<file path="src/rtl/dp_types_pkg.sv">
// Shared datapath types for the 5-stage MIPS pipeline: register indices,
// hazard-unit FSM states and the default result latencies.
package dp_types_pkg;

  typedef logic [4:0] regbits_t;

  typedef enum logic [1:0] {RUN, DRAIN, HALTED} hu_state_t;

  localparam int LAT_ALU_NOFWD  = 2;
  localparam int LAT_LOAD_NOFWD = 2;
  localparam int LAT_ALU_FWD    = 0;
  localparam int LAT_LOAD_FWD   = 1;

  // Countdown width able to hold 0..max(lat_alu, lat_load), never zero bits.
  function automatic int sb_cnt_width(int lat_alu, int lat_load);
    int lmax;
    lmax = (lat_alu > lat_load) ? lat_alu : lat_load;
    return (lmax < 1) ? 1 : $clog2(lmax + 1);
  endfunction

endpackage

</file>
<file path="src/rtl/hazard_scoreboard.sv">
// Per-register pending-write countdowns: two read ports, one issue port and a
// global decrement driven by pipeline advance.
module hazard_scoreboard
  import dp_types_pkg::*;
#(
  parameter int NREGS = 32,
  parameter int CW    = 2,
  parameter int IW    = $clog2(NREGS)
) (
  input  logic          clk_i,
  input  logic          rst_ni,
  input  logic          dec_i,
  input  logic          wr_en_i,
  input  logic [IW-1:0] wr_idx_i,
  input  logic [CW-1:0] wr_lat_i,
  input  logic [IW-1:0] rd0_idx_i,
  input  logic [IW-1:0] rd1_idx_i,
  output logic [CW-1:0] rd0_o,
  output logic [CW-1:0] rd1_o,
  output logic          all_zero_o
);

  logic [CW-1:0] cnt_q [NREGS];
  logic [CW-1:0] cnt_d [NREGS];
  logic [CW-1:0] dec_v;

  always_comb begin
    dec_v = '0;
    for (int r = 0; r < NREGS; r++) begin
      dec_v = cnt_q[r];
      if (dec_i && (cnt_q[r] != '0)) dec_v = cnt_q[r] - CW'(1);
      cnt_d[r] = dec_v;
      // A new write never shortens an older, longer pending write.
      if (wr_en_i && (wr_idx_i == IW'(r)) && (wr_lat_i > dec_v)) cnt_d[r] = wr_lat_i;
    end
    cnt_d[0] = '0;
  end

  always_comb begin
    all_zero_o = 1'b1;
    for (int r = 0; r < NREGS; r++) begin
      if (cnt_q[r] != '0) all_zero_o = 1'b0;
    end
  end

  assign rd0_o = cnt_q[rd0_idx_i];
  assign rd1_o = cnt_q[rd1_idx_i];

  always_ff @(posedge clk_i or negedge rst_ni) begin
    if (!rst_ni) begin
      for (int r = 0; r < NREGS; r++) cnt_q[r] <= '0;
    end else begin
      for (int r = 0; r < NREGS; r++) cnt_q[r] <= cnt_d[r];
    end
  end

endmodule

</file>
<file path="src/rtl/hazard_ctrl.sv">
// Pipeline hazard controller: scoreboard-based RAW stalls, mispredict flushes,
// halt-drain FSM and a saturating stall-cycle counter.
module hazard_ctrl
  import dp_types_pkg::*;
#(
  parameter int NREGS    = 32,
  parameter int LAT_ALU  = LAT_ALU_NOFWD,
  parameter int LAT_LOAD = LAT_LOAD_NOFWD,
  parameter int SCW      = 32
) (
  input  logic           CLK,
  input  logic           nRST,
  input  logic           ihit,
  input  logic           dhit,
  input  logic           id_valid,
  input  regbits_t       id_rs,
  input  regbits_t       id_rt,
  input  regbits_t       id_rd,
  input  logic           id_regWEN,
  input  logic           id_is_load,
  input  logic           mispredict,
  input  logic           halt,
  output logic           pcen,
  output logic           if_id_en,
  output logic           id_ex_en,
  output logic           ex_mem_en,
  output logic           mem_wb_en,
  output logic           if_id_flush,
  output logic           id_ex_flush,
  output logic           ex_mem_flush,
  output logic           mem_wb_flush,
  output logic           stall,
  output logic           halted,
  output logic [SCW-1:0] stall_cnt
);

  localparam int CW = sb_cnt_width(LAT_ALU, LAT_LOAD);
  localparam int IW = $clog2(NREGS);

  hu_state_t      state_q;
  logic           halted_q;
  logic [SCW-1:0] stall_cnt_q, stall_cnt_d;

  logic           adv, raw, run, issue, sb_zero;
  logic [CW-1:0]  rs_cnt, rt_cnt, lat_sel;

  assign adv     = ihit | dhit;
  assign run     = (state_q == RUN);
  assign raw     = id_valid & (((id_rs != '0) & (rs_cnt != '0)) |
                               ((id_rt != '0) & (rt_cnt != '0)));
  assign stall   = raw & ~mispredict & run;
  assign issue   = adv & id_valid & id_regWEN & (id_rd != '0) & ~stall & ~mispredict & run;
  assign lat_sel = id_is_load ? CW'(LAT_LOAD) : CW'(LAT_ALU);

  hazard_scoreboard #(
    .NREGS (NREGS),
    .CW    (CW),
    .IW    (IW)
  ) u_sb (
    .clk_i      (CLK),
    .rst_ni     (nRST),
    .dec_i      (adv),
    .wr_en_i    (issue),
    .wr_idx_i   (id_rd[IW-1:0]),
    .wr_lat_i   (lat_sel),
    .rd0_idx_i  (id_rs[IW-1:0]),
    .rd1_idx_i  (id_rt[IW-1:0]),
    .rd0_o      (rs_cnt),
    .rd1_o      (rt_cnt),
    .all_zero_o (sb_zero)
  );

  // Mispredict outranks a RAW stall: the dependent instruction is flushed anyway.
  always_comb begin
    pcen         = ihit;
    if_id_en     = adv;
    id_ex_en     = adv;
    ex_mem_en    = adv;
    mem_wb_en    = adv;
    if_id_flush  = 1'b0;
    id_ex_flush  = 1'b0;
    ex_mem_flush = 1'b0;
    mem_wb_flush = 1'b0;
    case (state_q)
      RUN: begin
        if (mispredict) begin
          if_id_flush  = 1'b1;
          id_ex_flush  = 1'b1;
          ex_mem_flush = 1'b1;
        end else if (stall) begin
          if_id_en    = 1'b0;
          pcen        = 1'b0;
          id_ex_flush = 1'b1;
        end
      end
      DRAIN: begin
        pcen        = 1'b0;
        if_id_en    = 1'b0;
        id_ex_flush = 1'b1;
      end
      default: begin
        pcen      = 1'b0;
        if_id_en  = 1'b0;
        id_ex_en  = 1'b0;
        ex_mem_en = 1'b0;
        mem_wb_en = 1'b0;
      end
    endcase
  end

  // Halt is accepted only after every pending write has retired.
  always_ff @(posedge CLK or negedge nRST) begin
    if (!nRST) begin
      state_q  <= RUN;
      halted_q <= 1'b0;
    end else begin
      case (state_q)
        RUN:   if (halt) state_q <= DRAIN;
        DRAIN: begin
          if (sb_zero && adv) begin
            state_q  <= HALTED;
            halted_q <= 1'b1;
          end
        end
        default: ;
      endcase
    end
  end

  assign stall_cnt_d = (stall && (stall_cnt_q != '1)) ? stall_cnt_q + SCW'(1) : stall_cnt_q;

  always_ff @(posedge CLK or negedge nRST) begin
    if (!nRST) stall_cnt_q <= '0;
    else       stall_cnt_q <= stall_cnt_d;
  end

  assign halted    = halted_q;
  assign stall_cnt = stall_cnt_q;

endmodule

</file>
<file path="config.mk">
export PLATFORM = sky130hd
export DESIGN_NAME = hazard_ctrl
export DESIGN_NICKNAME = d
export VERILOG_FILES = /design/src/rtl/dp_types_pkg.sv /design/src/rtl/hazard_scoreboard.sv /design/src/rtl/hazard_ctrl.sv
export SDC_FILE = /design/constraint.sdc
export NUM_CORES = 1
export LEC_CHECK = 0
export CORE_MARGIN = 2
export CORE_UTILIZATION = 64
export CTS_BUF_LIST = sky130_fd_sc_hd__clkbuf_2 sky130_fd_sc_hd__clkbuf_4 sky130_fd_sc_hd__clkbuf_8
export CTS_CLUSTER_SIZE = 10
export DETAILED_ROUTE_END_ITERATION = 6
export PLACE_DENSITY = 0.92
export SLEW_MARGIN = 20
export SYNTH_ARGS = -nofsm -noshare
export SYNTH_HDL_FRONTEND = slang
export SYNTH_SLANG_ARGS = --single-unit
</file>
<file path="constraint.sdc">
create_clock -name CLK -period 10.1 [get_ports CLK]
set_input_delay 2.02 -clock CLK [delete_from_list [all_inputs] [get_ports CLK]]
set_output_delay 2.02 -clock CLK [all_outputs]
set_load 0.02 [all_outputs]
</file>
### Word-level counts from Yosys, hierarchy flattened

Index checks and enable logic that the tools add are counted.
W data, S select, Z words.

* add/sub/neg operators: 32
* order comparisons: 33
* equal/unequal tests: 35
* muxes and demuxes: 114
* bitwise operators: 17
* reductions and logical operators: 136

Operators by type and width (number)
* $mux W2: 68
* $logic_and A1 B1 Y1: 95
* $eq A5 B5 Y1 const B: 16
* $reduce_bool A2 Y1: 34
* $gt A2 B2 Y1 const A: 31
* $sub A2 B1 Y2 const B: 31
* $mux W1: 42
* $eq A5 B4 Y1 const B: 8
* $add A32 B1 Y32 const B: 1
* $ne A32 B32 Y1 const B: 1
* $bmux W2 S5: 2
* $eq A5 B3 Y1 const B: 4
* $reduce_bool A5 Y1: 3
* $ge A6 B6 Y1 const B: 2
* $not A5 Y6: 2
* $and A1 B1 Y1: 11
* $eq A5 B2 Y1 const B: 2
* $eq A5 B1 Y1 const B: 1
* $ne A2 B2 Y1 const B: 2
* $pmux W2 S2: 1
* $reduce_and A3 Y1: 1
* $eq A2 B1 Y1 const B: 1
* $logic_not A2 Y1: 1
* $not A1 Y1: 2
* other kinds (4): 5

* register bits: 97
* bits of input ports: 24
* output and inout port bits: 43
* word-level logic and storage cells: 401

### Longest topological paths before layout

Gate-level depths: netlist of run 1.

* word-level depth: 35
* depth in mapped cells: 13
* gate-level depth less buffers: 9

### Modules after synthesis

From an unflattened synthesis of run 1, not the netlist that was laid out.

* cells, all modules: 878
* area total of the unflattened synthesis: 8260.4 um^2

Modules (own cells, without submodules)
* hazard_scoreboard: times used 1, cells an instance 693, area each 6352.3 um^2, sequential area each 1551.5 um^2
* hazard_ctrl: times used 1, cells an instance 185, area each 1908.1 um^2, sequential area each 875.8 um^2

### Worst setup path before layout of run 1

Ideal clock, no wire load.

* kind: input to output
* start: input port id_rt[0]
* end: output port pcen
* arrival: 4553 ps
* data required time: 8080 ps
* path slack: 3527 ps
* stages on the path: 11
* buffers on the path: 5
* path through: buf_2 > buf_2 > a2111oi_0 > o41ai_2 > o311ai_0 > a2111oi_2 > nor4_2 > buf_6 > buf_6 > buf_2 > nor4b_1

* word-level cells in the longest chain between the ends: 13
* elaborated cells between the ends (all ways): 14
* those cells by class: 6 x mux; 6 x bitwise; 2 x reduce/logical

RTL lines
* start, declared: line hazard_ctrl.sv:17 `input regbits_t id_rt,`
* $not A5 Y6 (not written as such): line hazard_scoreboard.sv:47 `assign rd1_o = cnt_q[rd1_idx_i];`
* $bmux W2 S5: line hazard_scoreboard.sv:47
* $mux W2 (not written as such) (2 in series): line hazard_scoreboard.sv:47
* $reduce_bool A2 Y1: line hazard_ctrl.sv:50 `((id_rt != '0) & (rt_cnt != '0)));`
* $and A1 B1 Y1 *: line hazard_ctrl.sv:50
* $or A1 B1 Y1 *: line hazard_ctrl.sv:49 `assign raw = id_valid & (((id_rs != '0) & (rs_cnt != '0)) |`
* $and A1 B1 Y1 *: line hazard_ctrl.sv:49
* $and A1 B1 Y1 * (2 in series): line hazard_ctrl.sv:51 `assign stall = raw & ~mispredict & run;`
* net stall: line hazard_ctrl.sv:32 `output logic stall,`
* $mux W1 *: line hazard_ctrl.sv:90 `end else if (stall) begin`
* $mux W1 *: line hazard_ctrl.sv:86 `if (mispredict) begin`
* $mux W1 *: line hazard_ctrl.sv:84 `case (state_q)`
* end, declared: line hazard_ctrl.sv:23 `output logic pcen,`

Mark *: on every way through the listed nets, which the timed path passes. The rest lies on a longest branch. The select of a mux whose other input is x is not followed.

### Worst setup path in the final report of run 1

* start: input port id_rt[0]
* end: output port id_ex_flush

* word-level cells in the longest chain between the ends: 13
* elaborated cells between the ends (all ways): 14
* those cells by class: 6 x mux; 6 x bitwise; 2 x reduce/logical

RTL lines
* $not A5 Y6 (not written as such): line hazard_scoreboard.sv:47
* $bmux W2 S5: line hazard_scoreboard.sv:47
* $mux W2 (not written as such) (2 in series): line hazard_scoreboard.sv:47
* $reduce_bool A2 Y1: line hazard_ctrl.sv:50
* $and A1 B1 Y1 *: line hazard_ctrl.sv:50
* $or A1 B1 Y1 *: line hazard_ctrl.sv:49
* $and A1 B1 Y1 *: line hazard_ctrl.sv:49
* $and A1 B1 Y1 * (2 in series): line hazard_ctrl.sv:51
* $mux W1 *: line hazard_ctrl.sv:90
* $mux W1 *: line hazard_ctrl.sv:86
* $pmux W1 S2 *: line hazard_ctrl.sv:84
* end, declared: line hazard_ctrl.sv:29 `output logic id_ex_flush,`

Every way passes the cells marked *; elsewhere a longest branch is shown, timed or not. The select of a mux whose other input is x is not followed.

==> results.yml, run 1 <==
run_status:
  status: "finished clean"
floorplan:
  initial_utilization: 0.654
  ios: 67
  die_area_um2: 11300
  rows: 37
  die_w_um: 106
  die_height_um: 106
  fp.coreArea_um2: 10200
sta:
  finalCriticalPeriod_ps: 7950
  slew_violations: 0
  setup_tns_ps: 0
  holdWs_ps: 487
  hold_viol: 0
  relSlewSlack: 0.247
  fmax_ghz: 0.126
  rsz0062_at_grt: "no"
  tightest_slew_ps: 1130
  fin_skew_ps: 16.3
  fin_crit_sh: 0.787
  setup_viol: 0
setup_path:
  criticalPathCategory: "input port to primary output"
  critPathMaxFanout: 23
  worst_path_most_repeated_cell: "clkdlybuf4s50_1"
  r2r-start: "u_sb.cnt_q[37]"
  worst-path-buf-inv: 4
  cp-startpoint: "id_rt[0]"
  crit_family: "buffers and inverters"
  end_kind: "primary output"
  critPathMaxStageDelay_ps: 940
  start_kind: "input port"
  crit_chain: "clkdlybuf4s50_1 -> inv_1 -> a2111oi_0 -> o41ai_2 -> o311ai_0 -> a2111oi_2 -> nor4_4 -> buf_4 -> nor2_1 -> a21oi_1 -> clkdlybuf4s50_1"
  cp_slowest_cell: "clkdlybuf4s50_1"
  cp.required_ps: 8080
  cp.arrival_ps: 5930
power_and_ir_drop:
  powerDensity_nw_per_um2: 223
  p_leak_uw: 0.00306
  irDropWorstVdd_mv: 0.125
cells_and_area:
  mostFrequentLayoutCells: "dfrtp_1 (97), nor2_1 (72), inv_1 (66)"
  synthToLayoutAreaGrowth_pct: 11.6
  n_antenna_cell: 0
  nFillCells: 748
  drive_gt1_frac: 0.0596
  nNetsFinal: 875
  finalNonFillerCells: 958
  final_core_util: 0.730
  design_area_um2: 7470
  final_common_cell: "dfrtp_1"
global_route:
  grt_overflow: 0
  grt_pass1_wl_um: 31400
  grt_util_all_layers: 0.347
  first_global_vias: 6535
  antenna_found_initial: 0
  grt_max_degree: 79
cts:
  holdBufCountCts: 0
  cts.sinks: 97
  htree_num_levels: 3
  cts.path.max_buffers: 2
  clk_pin_slew_ps: 100
  cts_made_buffers: 9
  cts_setup_buffers: 0
  cts.repair.resized: 0
  cts_tree: "built"
  cts.root.buffer_cell: "clkbuf_8"
  clock_latency_ps: 390
placement:
  place_congestion: 0.943
  portBuffers: 64
  dp.cells: 944
  post-dp-hpwl_um: 13100
  placed_area_um2: 7300
drt:
  wl_um: 19000
  ant_nets: 0
  wl_per_cell_um: 19.9
  num_vias: 6706
  vias_per_cell: 7.00
  drtIter0Drc: 904
  drc: 0
  firstDrtPassIters: 6
run:
  cap_viol_max_count: 0
synth:
  synth_edf_count: 0
  synth_top_area_share: 0.363
  ys_seq_area_frac: 0.363
  synth_seq_cells: 97
  synth_area_um2: 6690
  yosysWarnings: 0
  ys_types: 64
  synth_nets: 846
  avgSynthCellArea_um2: 8.47
  yosysTopAreaCell: "dfrtp_1"
  synth_area_leaders: "dfrtp_1 (36%), ha_1 (6.0%), o21ai_0 (4.2%)"
  synth_ff_type: "dfrtp_1"
  async_flop_share: 1.00
  syn-instance-count: 790
min_path:
  worstHoldStart: "u_sb.cnt_q[16]"
  hp-class: "register to register"
registers in the layout, indices dropped and copies added, names as in the netlist:
signal and count:
halted 1, u_sb.cnt_q 62, stall_cnt 32, state_q 2
logic make-up after synthesis:
group                      after synthesis  share of synthesized area
adders and majority gates               32                     0.0598
xor gates and xnor gates                31                     0.0406
buffers and inverters                  120                     0.0774
muxes                                    2                    0.00505
other                                    1                   0.000561
AOI/OAI and AO/OA                      171                      0.177
and+or+nand+nor                        336                      0.276
DFF                                     97                      0.363
cell usage after synthesis (all sizes together), types with 10 or more instances:
library cell  instances
dfrtp                97
nor2                 73
inv                  67
nand2                61
o21ai                56
nor3                 44
nand4                33
o31ai                33
ha                   32
clkbuf               28
nand3                27
buf                  25
o211ai               17
xnor2                17
xor2                 14
nor4b                13
nor4                 12
and3                 10
nand2b               10
o41ai                10
worst reg2reg max path: stages (launching register included):
cell,delay (ps)
dfrtp_1,430
nor3_1,70
a2111oi_0,610
o41ai_2,160
o311ai_0,160
a2111oi_2,180
nor4_4,380
buf_4,650
nand2b_1,630
o21ai_0,200
metal layers:
layer,up-vias,share of wire,GRT usage
met5,-,0,0
met4,0,0.033,0.135
met3,82,0.094,0.0858
met2,451,0.48,0.565
met1,3213,0.39,0.446
li1,2960,-,-
final timing paths:
check	to	slack (ps)	depth (start not counted)
max in group asynchronous	stall_cnt[9]	7340	2
min	u_sb.cnt_q[16]	490	1
min reg2reg	u_sb.cnt_q[16]	490	1
min in group asynchronous	u_sb.cnt_q[18]	1580	1
max	id_ex_flush	2150	11
max reg2reg	u_sb.cnt_q[51]	6490	9
area by class of cell:
type / count / area, um^2 / area share
clock inverters: 5 / 35.0 / 0.00469
clock buffers: 9 / 124 / 0.0166
inverters: 67 / 251 / 0.0337
flip-flops and latches: 97 / 2430 / 0.325
multi-input cells: 573 / 3770 / 0.505
repair buffers: 71 / 686 / 0.0918
well taps: 136 / 170 / 0.0228
power by group:
group	total, uW	switching, uW	internal [uW]	leakage (uW)
registers	655	130	525	0.00119
clock network	233	146	86.9	0.0000809
logic	778	466	311	0.00178
through the flow:
step | setup slack, ps | total power, uW
5_1_grt | 2050 | 1780
2_1_floorplan | 3530 | 1180
4_1_cts | 2220 | 1630
3_3_place_gp | 2430 | 1310
3_5_place_dp | 2230 | 1400
6_report | 2150 | 1660
(Power assumes the default switching activity.)
==> run 2, diff against run 1 <==
--- a/config.mk
+++ b/config.mk
@@ -6,11 +6,11 @@
 export NUM_CORES = 1
 export LEC_CHECK = 0
 export CORE_MARGIN = 2
-export CORE_UTILIZATION = 64
+export CORE_UTILIZATION = 54
 export CTS_BUF_LIST = sky130_fd_sc_hd__clkbuf_2 sky130_fd_sc_hd__clkbuf_4 sky130_fd_sc_hd__clkbuf_8
 export CTS_CLUSTER_SIZE = 10
 export DETAILED_ROUTE_END_ITERATION = 6
-export PLACE_DENSITY = 0.92
+export PLACE_DENSITY = 0.83
 export SLEW_MARGIN = 20
 export SYNTH_ARGS = -nofsm -noshare
 export SYNTH_HDL_FRONTEND = slang
==> constraint.sdc (replaced) <==
create_clock -name CLK -period 6.6 [get_ports CLK]
set_input_delay 1.32 -clock CLK [delete_from_list [all_inputs] [get_ports CLK]]
set_output_delay 1.32 -clock CLK [all_outputs]
set_load 0.02 [all_outputs]
==> run 2 against run 1 <==
- via count is 2.3% lower
- register-to-register slack got worse by 3800 ps
- first-iteration DRC count shrank 4.6%
- core utilization is 10 points lower
- total power is 57% higher
- routed wire length rose by 0.30%
- die area is 18% higher
- critical endpoint is now stall
- highest routed layer unchanged
==> results.yml, run 2 (synthesized netlist as in run 1, its figures left out) <==
floorplan:
  rows: 40
  fp.coreArea_um2: 12100
  ios: 67
  die_w_um: 115
  die_height_um: 115
  die_area_um2: 13300
  initial_utilization: 0.555
drt:
  num_vias: 6552
  drtIter0Drc: 862
  drc: 0
  ant_nets: 0
  wl_per_cell_um: 19.2
  wl_um: 19100
  firstDrtPassIters: 5
  vias_per_cell: 6.58
run_status:
  status: "finished clean"
global_route:
  grt_max_degree: 90
  first_global_vias: 6497
  grt_pass1_wl_um: 31200
  grt_overflow: 0
  antenna_found_initial: 0
  grt_util_all_layers: 0.297
sta:
  fin_crit_sh: 0.906
  slew_violations: 0
  setup_tns_ps: 0
  hold_viol: 0
  tightest_slew_ps: 901
  fin_skew_ps: 18.0
  relSlewSlack: 0.399
  fmax_ghz: 0.167
  rsz0062_at_grt: "no"
  setup_viol: 0
  finalCriticalPeriod_ps: 5980
power_and_ir_drop:
  powerDensity_nw_per_um2: 345
  p_leak_uw: 0.00310
  irDropWorstVdd_mv: 0.136
cts:
  cts.repair.resized: 0
  cts_made_buffers: 9
  cts_tree: "built"
  cts.root.buffer_cell: "clkbuf_8"
  htree_num_levels: 3
  cts.sinks: 97
  holdBufCountCts: 0
  cts.path.max_buffers: 2
  clock_latency_ps: 410
  clk_pin_slew_ps: 110
  cts_setup_buffers: 0
placement:
  portBuffers: 64
  place_congestion: 1.01
  post-dp-hpwl_um: 13400
setup_path:
  r2r_end: "u_sb.cnt_q[33]"
  worst-path-stages: 9
  critPathMaxStageDelay_ps: 690
  worst-path-buf-inv: 4
  criticalPathCategory: "input port to primary output"
  r2r_cells: 10
  worst_path_most_repeated_cell: "clkdlybuf4s50_1"
  reg2reg_slack_ps: 2730
  cp.arrival_ps: 4660
  crit_chain: "clkdlybuf4s50_1 -> inv_2 -> mux4_2 -> a32o_1 -> a32oi_1 -> a2111oi_2 -> nor4_4 -> buf_4 -> clkdlybuf4s50_1"
  critPathMaxFanout: 14
  r2r-start: "u_sb.cnt_q[26]"
  crit_family: "buffers and inverters"
  end_kind: "primary output"
  cp_slowest_cell: "clkdlybuf4s50_1"
  cp.required_ps: 5280
  start_kind: "input port"
cells_and_area:
  largest_reg_flops: 62
  final_core_util: 0.628
  mostFrequentLayoutCells: "dfrtp_1 (97), nor2_1 (72), inv_1 (66)"
  final_common_cell: "dfrtp_1"
  synthToLayoutAreaGrowth_pct: 13.3
  n_antenna_cell: 0
  drive_gt1_frac: 0.0653
  nNetsFinal: 878
  largest-register: "u_sb.cnt_q"
  regArea_um2: 2430
  multi_input_area_um2: 3770
  nFillCells: 1000
min_path:
  worstHoldStart: "halted"
  hold_path_depth: 1
  hold_end: "halted"
  hp-class: "register to register"
run:
  cap_viol_max_count: 0
## run 2: area by class of cell
type,count,area share
Clock buffer,9,0.0163
Clock inverter,7,0.0112
Inverter,67,0.0332
Multi-Input combinational cell,573,0.498
Sequential cell,97,0.320
Tap cell,168,0.0277
Timing Repair Buffer,74,0.0934
## run 2: report_power, final
part           switching (uW)  internal (uW)  total, uW
Combinational             704            475       1180
Sequential                200            803       1000
Clock                     247            184        431
## run 2: worst max-delay path by stage
stage	start	endpoint	slack (ps)
after floorplan	id_rt[0]	pcen	1430
after CTS	id_rt[1]	stall	680
after global placement	id_rt[1]	stall	770
final	id_rt[1]	stall	620
after global routing	id_rt[1]	stall	510
after detailed placement	id_rt[1]	stall	690
## run 2: stage by stage
stage                     setup WS, ps  instances  hold slack [ps]  total power [uW]  cell area [um^2]
after floorplan                   1430        790              456              1800              6690
after global placement             773        979              454              2020              7360
after detailed placement           685        979              460              2150              7360
after CTS                          676        995              489              2580              7570
after global routing               512        995              518              2810              7580
final                              623        995              488              2610              7580
## run 2: metal layers
| layer | track usage | vias up | wire (um) |
|---|---|---|---|
| li1 | - | 2966 | - |
| met1 | 0.380 | 3194 | 7890 |
| met2 | 0.494 | 341 | 9160 |
| met3 | 0.0453 | 51 | 1470 |
| met4 | 0.138 | 0 | 586 |
| met5 | 0 | - | 0 |
==> run 3, diff against run 2 <==
==> constraint.sdc (replaced) <==
create_clock -name CLK -period 4.88 [get_ports CLK]
set_input_delay 0.976 -clock CLK [delete_from_list [all_inputs] [get_ports CLK]]
set_output_delay 0.976 -clock CLK [all_outputs]
set_load 0.02 [all_outputs]
==> run 3 against run 2 <==
- non-clock buffer count up 19
- flip-flop and latch count is the same
- cell area grew 2.4%
- final cell count grew 1.9%
- clock skew shrank 5.6 ps
- routed wire length is 0.99% higher
- register-to-register slack lost 1200 ps
- core utilization up 1.5 points
- clock-buffer cell count is the same
- die area did not move
- largest power group unchanged
==> results.yml, run 3 (synthesized netlist as in run 1, its figures left out) <==
setup_path:
  critPathMaxFanout: 13
  cp.arrival_ps: 3670
  crit_family: "buffers and inverters"
  worst-path-stages: 12
  worst_path_most_repeated_cell: "buf_4"
  end_kind: "primary output"
  cp.required_ps: 3900
  start_kind: "input port"
  crit_chain: "clkdlybuf4s50_1 -> buf_4 -> inv_1 -> o31a_1 -> a32o_1 -> a32oi_1 -> a2111oi_2 -> buf_4 -> nor4_4 -> nor2_1 -> a21oi_1 -> dlygate4sd2_1"
  cp_slowest_cell: "clkdlybuf4s50_1"
  cp-startpoint: "id_rt[0]"
  crit_end: "id_ex_flush"
  reg2reg_slack_ps: 1510
  criticalPathCategory: "input port to primary output"
  r2r_cells: 12
  worst-path-buf-inv: 5
  r2r_end: "u_sb.cnt_q[44]"
  critPathMaxStageDelay_ps: 450
  r2r-start: "u_sb.cnt_q[35]"
cells_and_area:
  n_antenna_cell: 0
  drive_gt1_frac: 0.0887
  nNetsFinal: 897
  largest_reg_flops: 62
  synthToLayoutAreaGrowth_pct: 16.0
  mostFrequentLayoutCells: "dfrtp_1 (97), nor2_1 (72), inv_1 (66)"
  nFillCells: 984
  final_common_cell: "dfrtp_1"
  largest-register: "u_sb.cnt_q"
  design_area_um2: 7760
  final_core_util: 0.643
global_route:
  first_global_vias: 6489
  grt_max_degree: 99
  grt_util_all_layers: 0.297
  antenna_found_initial: 0
  grt_pass1_wl_um: 31300
  grt_overflow: 0
drt:
  num_vias: 6575
  drc: 0
  ant_nets: 0
  firstDrtPassIters: 5
  wl_um: 19300
  vias_per_cell: 6.48
  drtIter0Drc: 704
  wl_per_cell_um: 19.0
placement:
  post-dp-hpwl_um: 13500
  placed_area_um2: 7560
  place_congestion: 0.945
  portBuffers: 64
sta:
  finalCriticalPeriod_ps: 4650
  fmax_ghz: 0.215
  fin_crit_sh: 0.953
  tightest_slew_ps: 875
  rsz0062_at_grt: "no"
  setup_viol: 0
  slew_violations: 0
  fin_skew_ps: 12.4
  hold_viol: 0
  relSlewSlack: 0.417
floorplan:
  die_w_um: 115
  fp.coreArea_um2: 12100
  rows: 40
  initial_utilization: 0.555
  die_height_um: 115
  die_area_um2: 13300
  ios: 67
cts:
  cts_tree: "built"
  cts.sinks: 97
  holdBufCountCts: 0
  htree_num_levels: 3
  cts.path.max_buffers: 2
  clk_pin_slew_ps: 100
  cts_made_buffers: 9
  clock_latency_ps: 400
  cts.root.buffer_cell: "clkbuf_8"
power_and_ir_drop:
  powerDensity_nw_per_um2: 451
  p_leak_uw: 0.00324
  irDropWorstVdd_mv: 0.159
run_status:
  status: "finished clean"
min_path:
  hp-class: "register to register"
run:
  cap_viol_max_count: 0
## run 3: cell types whose count changed in the layout (fill, tap and decap cells not counted), sizes merged
cell,delta
clkinvlp,-1
bufinv,-1
inv,+1
clkinv,+1
dlymetal6s2s,+2
clkdlybuf4s50,-5
buf,+19
dlygate4sd2,+3
## run 3: per-layer routing
| metal | wire length (um) | GRT usage | part of all wire |
|---|---|---|---|
| met3 | 1320 | 0.0416 | 0.069 |
| met1 | 8030 | 0.381 | 0.42 |
| met5 | 0 | 0 | 0 |
| met4 | 707 | 0.147 | 0.037 |
| met2 | 9240 | 0.494 | 0.48 |
## run 3: power breakdown
group | internal (uW) | switching [uW] | total, uW | leakage [uW]
clock network | 195 | 324 | 519 | 0.0000954
logic | 662 | 957 | 1620 | 0.00195
registers | 1090 | 272 | 1360 | 0.00119
## run 3: stage by stage
stage,hold WS [ps],cells,setup WS (ps),power [uW],setup TNS (ps)
after global placement,454,998,-120,2760,-439
final,484,1014,230,3500,0
after CTS,489,1014,32.8,3450,0
after floorplan,456,790,395,2440,0
after detailed placement,461,998,-191,2930,-602
after global routing,508,1014,42.9,3760,0
## run 3: worst reg2reg max path, stage by stage (launching register included)
cell and delay, ps:
dfrtp_1 420, nor2_1 230, a2111oi_0 160, buf_4 170, o41ai_2 310, o311ai_0 200, a2111oi_2 350, buf_4 180
nor4_4 50, buf_4 180, buf_12 210, or4b_1 600, a22o_1 210
## run 3: layout make-up
| class | count | area (um^2) | share of cell area |
|---|---|---|---|
| multi-input cells | 573 | 3780 | 0.488 |
| flip-flops and latches | 97 | 2430 | 0.313 |
| repair buffers | 93 | 902 | 0.116 |
| inverters | 67 | 251 | 0.0324 |
| well taps | 168 | 210 | 0.0271 |
| clock buffers | 9 | 124 | 0.0160 |
| clock inverters | 7 | 57.6 | 0.00742 |
## run 3: worst min-delay path by stage
stage,start,end,slack (ps),cells after the start
3_5_place_dp,halted,halted,460,1
6_report,halted,halted,480,1
5_1_grt,halted,halted,510,1
3_3_place_gp,halted,halted,450,1
4_1_cts,halted,halted,490,1
2_1_floorplan,u_sb.cnt_q[16],u_sb.cnt_q[16],460,1
## run 3: timing repair
item / in CTS / in global routing
setup endpoints to repair: 4 / 2
buffers inserted: 0 / 0
pin swaps: 0 / 0
resized for setup: 7 / 2
